[config.mk]
export PLATFORM = sky130hd
export DESIGN_NAME = pe_stream_feeder
export DESIGN_NICKNAME = d
export VERILOG_FILES = /design/src/rtl/pe_stream_feeder.sv
export SDC_FILE = /design/constraint.sdc
export NUM_CORES = 1
export LEC_CHECK = 0
export BUFFER_PORTS_ARGS = -buffer_cell sky130_fd_sc_hd__buf_4
export CAP_MARGIN = 25
export CORE_ASPECT_RATIO = 1.5
export CORE_UTILIZATION = 30
export DETAILED_ROUTE_END_ITERATION = 7
export PLACE_DENSITY_LB_ADDON = 0.25
export RECOVER_POWER = 50
export SYNTH_ARGS = -nofsm -noshare
export SYNTH_HDL_FRONTEND = slang
export SYNTH_SLANG_ARGS = --single-unit
[constraint.sdc]
create_clock -name clk -period 5.59 [get_ports clk]
set_clock_uncertainty 0.2 [all_clocks]
set_input_delay 1.118 -clock clk [delete_from_list [all_inputs] [get_ports clk]]
set_output_delay 1.118 -clock clk [all_outputs]
set_load 0.05 [all_outputs]
[src/rtl/pe_stream_feeder.sv]
// pe_stream_feeder
// Streams a burst of words from a global buffer into one PE input port
// (fmap or weight). It reads the buffer, stages the words in a 2-entry FIFO
// and presents them to the PE one per cycle. The PE FIFO-full signal holds
// transfers back.
//
// Ports:
//   clk, rst            clock; asynchronous active-low reset
//   cmd_valid/ready     burst command handshake (ready only in IDLE)
//   cmd_addr/len        first buffer address, word count (0 allowed)
//   cmd_full_column     latched onto load_full_cloumn at accept
//   buf_rd_en/addr      buffer read strobe and address
//   buf_rd_data         read data, valid the cycle after buf_rd_en
//   pe_fifo_full        PE input FIFO full (backpressure)
//   start_load          one-cycle pulse at burst start
//   load_full_cloumn    full-column flag for the current burst
//   data_out/_en        word to the PE and its transfer strobe
//   busy, done          activity flag and end-of-burst pulse
module pe_stream_feeder #(
  parameter int DATA_WIDTH = 16,
  parameter int ADDR_WIDTH = 8,
  parameter int LEN_WIDTH  = 8
) (
  input  logic                  clk,
  input  logic                  rst,
  input  logic                  cmd_valid,
  output logic                  cmd_ready,
  input  logic [ADDR_WIDTH-1:0] cmd_addr,
  input  logic [LEN_WIDTH-1:0]  cmd_len,
  input  logic                  cmd_full_column,
  output logic                  buf_rd_en,
  output logic [ADDR_WIDTH-1:0] buf_rd_addr,
  input  logic [DATA_WIDTH-1:0] buf_rd_data,
  input  logic                  pe_fifo_full,
  output logic                  start_load,
  output logic                  load_full_cloumn,
  output logic [DATA_WIDTH-1:0] data_out,
  output logic                  data_out_en,
  output logic                  busy,
  output logic                  done
);

  typedef enum logic [1:0] {IDLE, START, STREAM, DONE} state_e;

  state_e                state_q, state_d;
  logic [ADDR_WIDTH-1:0] addr_q, addr_d;
  logic [LEN_WIDTH-1:0]  len_q, len_d;
  logic                  full_q, full_d;
  logic [LEN_WIDTH-1:0]  issued_q, issued_d;
  logic [LEN_WIDTH-1:0]  xfer_q, xfer_d;
  logic                  inflight_q;
  logic [DATA_WIDTH-1:0] mem_q [2];
  logic                  wrPtr_q, rdPtr_q;
  logic [1:0]            count_q, count_d;

  logic       accept;
  logic       pop;
  logic       rdEn;
  logic [2:0] slotsUsed;

  // Ready is forced low while reset is held, so no command can be seen
  // as accepted during reset.
  assign cmd_ready        = (state_q == IDLE) && rst;
  assign accept           = cmd_valid && cmd_ready;
  assign data_out         = mem_q[rdPtr_q];
  assign data_out_en      = (count_q != 2'd0) && !pe_fifo_full;
  assign pop              = data_out_en;
  assign buf_rd_en        = rdEn;
  assign buf_rd_addr      = addr_q;
  assign start_load       = (state_q == START);
  assign load_full_cloumn = full_q;
  assign busy             = (state_q != IDLE);
  assign done             = (state_q == DONE);

  // A word popped this cycle frees its slot in time for a read issued now,
  // which is what sustains one word per cycle without FIFO overflow.
  assign slotsUsed = {2'b00, inflight_q} + {1'b0, count_q} - {2'b00, pop};

  always_comb begin
    state_d  = state_q;
    addr_d   = addr_q;
    len_d    = len_q;
    full_d   = full_q;
    rdEn     = 1'b0;
    if ((state_q == START) || (state_q == STREAM)) begin
      rdEn = (issued_q < len_q) && (slotsUsed < 3'd2);
    end
    issued_d = issued_q + LEN_WIDTH'(rdEn);
    xfer_d   = xfer_q + LEN_WIDTH'(pop);
    count_d  = count_q + {1'b0, inflight_q} - {1'b0, pop};
    if (rdEn) begin
      addr_d = addr_q + 1'b1;
    end
    unique case (state_q)
      IDLE: begin
        if (accept) begin
          addr_d   = cmd_addr;
          len_d    = cmd_len;
          full_d   = cmd_full_column;
          issued_d = '0;
          xfer_d   = '0;
          state_d  = (cmd_len == '0) ? DONE : START;
        end
      end
      START: state_d = STREAM;
      STREAM: begin
        if ((issued_d == len_q) && (xfer_d == len_q)) begin
          state_d = DONE;
        end
      end
      DONE: state_d = IDLE;
      default: state_d = IDLE;
    endcase
  end

  always_ff @(posedge clk or negedge rst) begin
    if (!rst) begin
      state_q    <= IDLE;
      addr_q     <= '0;
      len_q      <= '0;
      full_q     <= 1'b0;
      issued_q   <= '0;
      xfer_q     <= '0;
      inflight_q <= 1'b0;
      count_q    <= 2'd0;
      wrPtr_q    <= 1'b0;
      rdPtr_q    <= 1'b0;
      mem_q[0]   <= '0;
      mem_q[1]   <= '0;
    end else begin
      state_q    <= state_d;
      addr_q     <= addr_d;
      len_q      <= len_d;
      full_q     <= full_d;
      issued_q   <= issued_d;
      xfer_q     <= xfer_d;
      inflight_q <= rdEn;
      count_q    <= count_d;
      // Read data is valid exactly one cycle after its strobe.
      if (inflight_q) begin
        mem_q[wrPtr_q] <= buf_rd_data;
        wrPtr_q        <= ~wrPtr_q;
      end
      if (pop) begin
        rdPtr_q <= ~rdPtr_q;
      end
    end
  end

endmodule

Word level (Yosys, flattened, before mapping):

Index checks and enable logic that the tools add are counted.

* register bits after elaboration: 72
* bits in latches: 0
* RAM bits: 0
* bits in read-only memories: 0
* input bits: 37
* output and inout port bits: 31
* logic and storage cells: 67
* memories kept: 0

* add/sub/neg operators: 7
* $mul: 0
* div/mod/pow operators: 0
* $lt $le $gt $ge: 5
* equal/unequal tests: 7
* shift-type cells: 0
* mux-type cells: 18
* bitwise gates (word level): 4
* reductions and logical operators: 14

Operators by type and width (count)
* $mux 16: 4
* $mux 8: 7
* $bwmux 32: 1
* $add 8x1->8: 2
* $demux 16 s1: 1
* $eq 8x8->1: 2
* $add 8x1->8 const B: 1
* $logic_not 8->1: 1
* $lt 8x8->1: 1
* $pmux 2 s4: 1
* $logic_and 1x1->1: 6
* $mux 2: 3
* $eq 2x2->1 const B: 2
* $ge 2x2->1 const B: 2
* $not 1->2: 2
* $reduce_and 2->1: 2
* $reduce_bool 2->1: 2
* $add 1x2->3: 1
* $lt 3x2->1 const B: 1
* $sub 3x1->3: 1
* $add 2x1->2: 1
* $eq 2x1->1 const B: 1
* $logic_not 2->1: 1
* $lt 2x1->1 const B: 1
* 7 further kinds: 8

Longest topological paths before layout:

* word-level depth: 11
* mapped depth: 19
* mapped depth without buffers: 19

Least setup slack after synthesis:

OpenSTA, ideal clock, no wires.

* path type: input-to-reg
* start point: input port pe_fifo_full
* end point: register state_q[0]
* data arrival time: 5.947 ns
* required time: 5.308 ns
* path slack: -0.639 ns
* cell stages on the path: 18
* path buffers: 0
* cells stage by stage: or2_2 nor2_1 a21o_1 ha_1 inv_1 fa_1 xor2_1 a2111oi_0 o21ai_1 a21oi_1 ha_1 ha_1 nand3_1 xnor2_1 or3_1 a221oi_1 or3b_1 a31oi_1

* word-level cells in the longest chain between the ends: 11

Ends and longest elaborated chain
* from (decl): line 34 `input logic pe_fifo_full,`
* $logic_not 1->1: line 66 `assign data_out_en = (count_q != 2'd0) && !pe_fifo_full;`
* $logic_and 1x1->1: line 66
* $sub 3x1->3: line 77 `assign slotsUsed = {2'b00, inflight_q} + {1'b0, count_q} - {2'b00, pop};`
* $lt 3x2->1: line 86 `rdEn = (issued_q < len_q) && (slotsUsed < 3'd2);`
* $logic_and 1x1->1: line 86
* $mux 1: line 85 `if ((state_q == START) || (state_q == STREAM)) begin`
* named net buf_rd_en: line 31 `output logic buf_rd_en,`
* $add 8x1->8: line 88 `issued_d = issued_q + LEN_WIDTH'(rdEn);`
* $eq 8x8->1: line 107 `if ((issued_d == len_q) && (xfer_d == len_q)) begin`
* $logic_and 1x1->1: line 107
* $ne 2x1->1 (no line)
* $reduce_and 2->1 (no line)
* to (signal assigned): line 131 `state_q <= state_d;`
* to (decl): line 45 `state_e state_q, state_d;`

The timed path passes the listed nets, and every way through them passes these cells.
A chain may end at the register's enable or synchronous reset.

Worst setup path after layout:

* start point: input port pe_fifo_full
* end point: register state_q[0]

* word-level cells in the longest chain between the ends: 11

Ends and longest elaborated chain (line)
* $logic_not 1->1 *: 66
* $logic_and 1x1->1 *: 66
* $sub 3x1->3: 77
* $lt 3x2->1: 86
* $logic_and 1x1->1: 86
* $mux 1: 85
* $add 8x1->8: 88
* $eq 8x8->1: 107
* $logic_and 1x1->1 *: 107
* $ne 2x1->1 (no line) *
* $reduce_and 2->1 (no line) *

Every way passes the cells marked *; elsewhere a longest branch is shown, timed or not.

==> metrics.txt <==
CTS tree done; post-DP HPWL 6003 µm; overall routed net length 8266 µm; EDFF count, synth 0; startpoint class of the critical path input port; I/O Pins 68; Sink Count 72; Pwr Total 3111 µW; worst-margin pin slew 1.470 ns; Num CTS Buffers 9; final critical-path required period 5.157 ns; Post-route DRC 0; Setup Buffers After CTS 0; # resized after CTS 0; CP arrival 5.21 ns; Syn Inst Count 333; chip width 92.60 µm; Worst-Skew Late Latency 0.34 ns; PnR worst setup slack 0.4334 ns; Via density 4.804; Synthesis Warnings 0; asr flop ratio synth 100.0%; final-stage net count 463; final antenna-violating net count 0; Synth cell types 45; grt total ovfl 0; final instance area 4735 µm²; hold_buf cts 0; Area Overhead vs Synth 28.18%; critical-path cell list clkbuf_1 > or2_2 > nor2_1 > a21o_1 > ha_1 > inv_1 > fa_1 > nand2_1 > a2111oi_0 > o21ai_1 > a21oi_4 > ha_4 > ha_1 > nand3_1 > xnor2_1 > or3_1 > a221oi_1 > or3b_1 > a31oi_1; Rows 49; Final Max Slew Viols 0; die area 12770 µm²; Primary FF master, synth dfrtp_1; WP data required 5.65 ns; initial antenna violation count 0; layout cell share with drive strength beyond 1 33.74%; Setup Crit Path Kind in2reg; Critical Path Max Stage Delay 0.50 ns; Initial Utilization 30.74%; n_diodes 0; slowest cell on the critical path fa_1; GP Congestion 0.8044; Most Frequent Cell on Critical Path ha_1; H-Tree Depth 3; crit path max fanout 3; Mapped Nets 388; clock-pin slew on the worst setup and hold paths 0.06 ns; setup slack at placement -0.008626 ns; synthesized flop and latch total 72; Seq/Total Area, Yosys 48.78%; vias in the first global route 2939; Static Leak 0.002174 µW; status completed; CORE AREA 12020 µm²; Max Cap Viol 0; crit end category flop; Initial DRT Pass Iterations 4; largest net degree at the start of global routing 59; final hold viol count 0; syn_area_per_cell 11.09 µm²; synthesized cell area 3694 µm²; Setup-failing EPs final 0; die height 137.9 µm; Max Clk Rate 0.1939 GHz; drt wl/cell 14.63 µm; Area after DPL 4431 µm²; vias 2714; CTS Root Cell clkbuf_16; first-pass GRT wire length 13940 µm; power density over cell area 657.1 nW/µm²; Slew headroom 1.968%; Total Routing Usage GR 14.40%; Hold WS 0.2811 ns; Clock Tree Buf Depth 2; period utilization 92.25%; worst hold path type reg2reg; Iteration-0 DRC Markers 78; IO buf count 67; maximum vdd ir drop 0.2927 mV; RSZ-0062 raised after global routing no
==> cells in the final DEF, fill, tap and decap left out, types with 3 or more instances in the layout <==
cell type	n
a21o_1	4
buf_4	70
o21a_1	4
o21ai_0	10
nor4_1	3
xor2_1	6
nor2b_1	9
a21oi_1	4
mux2_2	48
nor3_1	5
dfrtp_1	72
nand3_1	14
ha_1	16
o21ai_1	4
a211oi_1	4
or3_1	4
clkbuf_1	5
nand4_1	3
nand2_1	29
inv_1	17
and3_1	3
clkbuf_16	9
a2111oi_0	3
nor2_1	19
xnor2_1	10
and2_1	4
==> final timing paths <==
kind                                        from                to  depth (start not counted)  slack, ns
worst min-delay path            load_full_cloumn  load_full_cloumn                          2       0.28
max in group asynchronous                    rst         mem_q[12]                          2       2.52
worst min register to register  load_full_cloumn  load_full_cloumn                          2       0.28
min in group asynchronous                    rst         mem_q[15]                          1       0.70
worst max register to register        count_q[1]        state_q[0]                         19       0.87
worst max-delay path                pe_fifo_full        state_q[0]                         19       0.43
==> logic make-up (layout without fill, tap and decap cells) <==
group,count (synthesis),in the layout,share of synthesized area [%]
AND/OR/NAND/NOR,100,100,13.35
flip-flops,72,72,48.78
multiplexers,50,50,15.18
AO/OA/AOI/OAI,46,46,8.436
buffers and inverters,29,108,2.947
adder cells (fa/ha/maj),18,18,6.301
XOR/XNOR,18,18,5.013
==> Yosys cell counts, types with 5 or more instances <==
library cell	instances	area, µm²
a21oi_1	5	25.02
clkbuf_1	11	41.29
dfrtp_1	72	1802
ha_1	17	212.7
inv_1	17	63.81
mux2_2	48	540.5
nand2_1	29	108.9
nand3_1	14	70.07
nor2_1	19	71.32
nor2b_1	9	56.30
nor3_1	5	25.02
o21ai_0	10	50.05
xnor2_1	10	87.58
xor2_1	6	52.55
==> routing by layer <==
metal	global-route usage (%)	vias up	routed length (µm)
met5	0	-	0
met4	6.684	0	165
met3	3.454	14	424
met2	25.27	81	4137
met1	16.44	1299	3538
li1	-	1320	-
==> critical path: cells and delay by family <==
family,cells,cell delay [ns]
AO/OA/AOI/OAI,6,1.44
AND/OR/NAND/NOR,6,1.36
adder cells (fa/ha/maj),4,0.96
XOR/XNOR,1,0.19
buffers and inverters,2,0.14
==> flip-flops by register name, summed over array words and instances, names as in the netlist, 2 cells and up <==
signal	count
mem_q	32
buf_rd_addr	8
issued_q	8
len_q	8
xfer_q	8
count_q	2
state_q	2
==> cell type report <==
cell class,count,area (µm²)
clock buffer,12,256.5
tap,153,191.4
clock inverter,3,65.06
timing repair buffer,75,545.5
inverter,18,67.56
fill,1208,7282
multi-input combinational,232,1807
sequential,72,1802
==> report_power, final <==
group	total, µW	switching [µW]	internal (µW)
clock network	626	214	412
registers	930	182	748
logic	1560	927	629
total	3110	1320	1790
==> per-stage QoR <==
| step | utilization [%] | TNS (ns) | cells |
|---|---|---|---|
| 5_1_grt | 39.40 | 0 | 565 |
| 6_report | 39.40 | 0 | 565 |
| 3_5_place_dp | 36.87 | -0.008626 | 550 |
| 4_1_cts | 39.55 | 0 | 565 |
| 2_1_floorplan | - | 0 | 333 |
| 3_3_place_gp | 36.87 | 0 | 550 |
(Power assumes the default switching activity.)
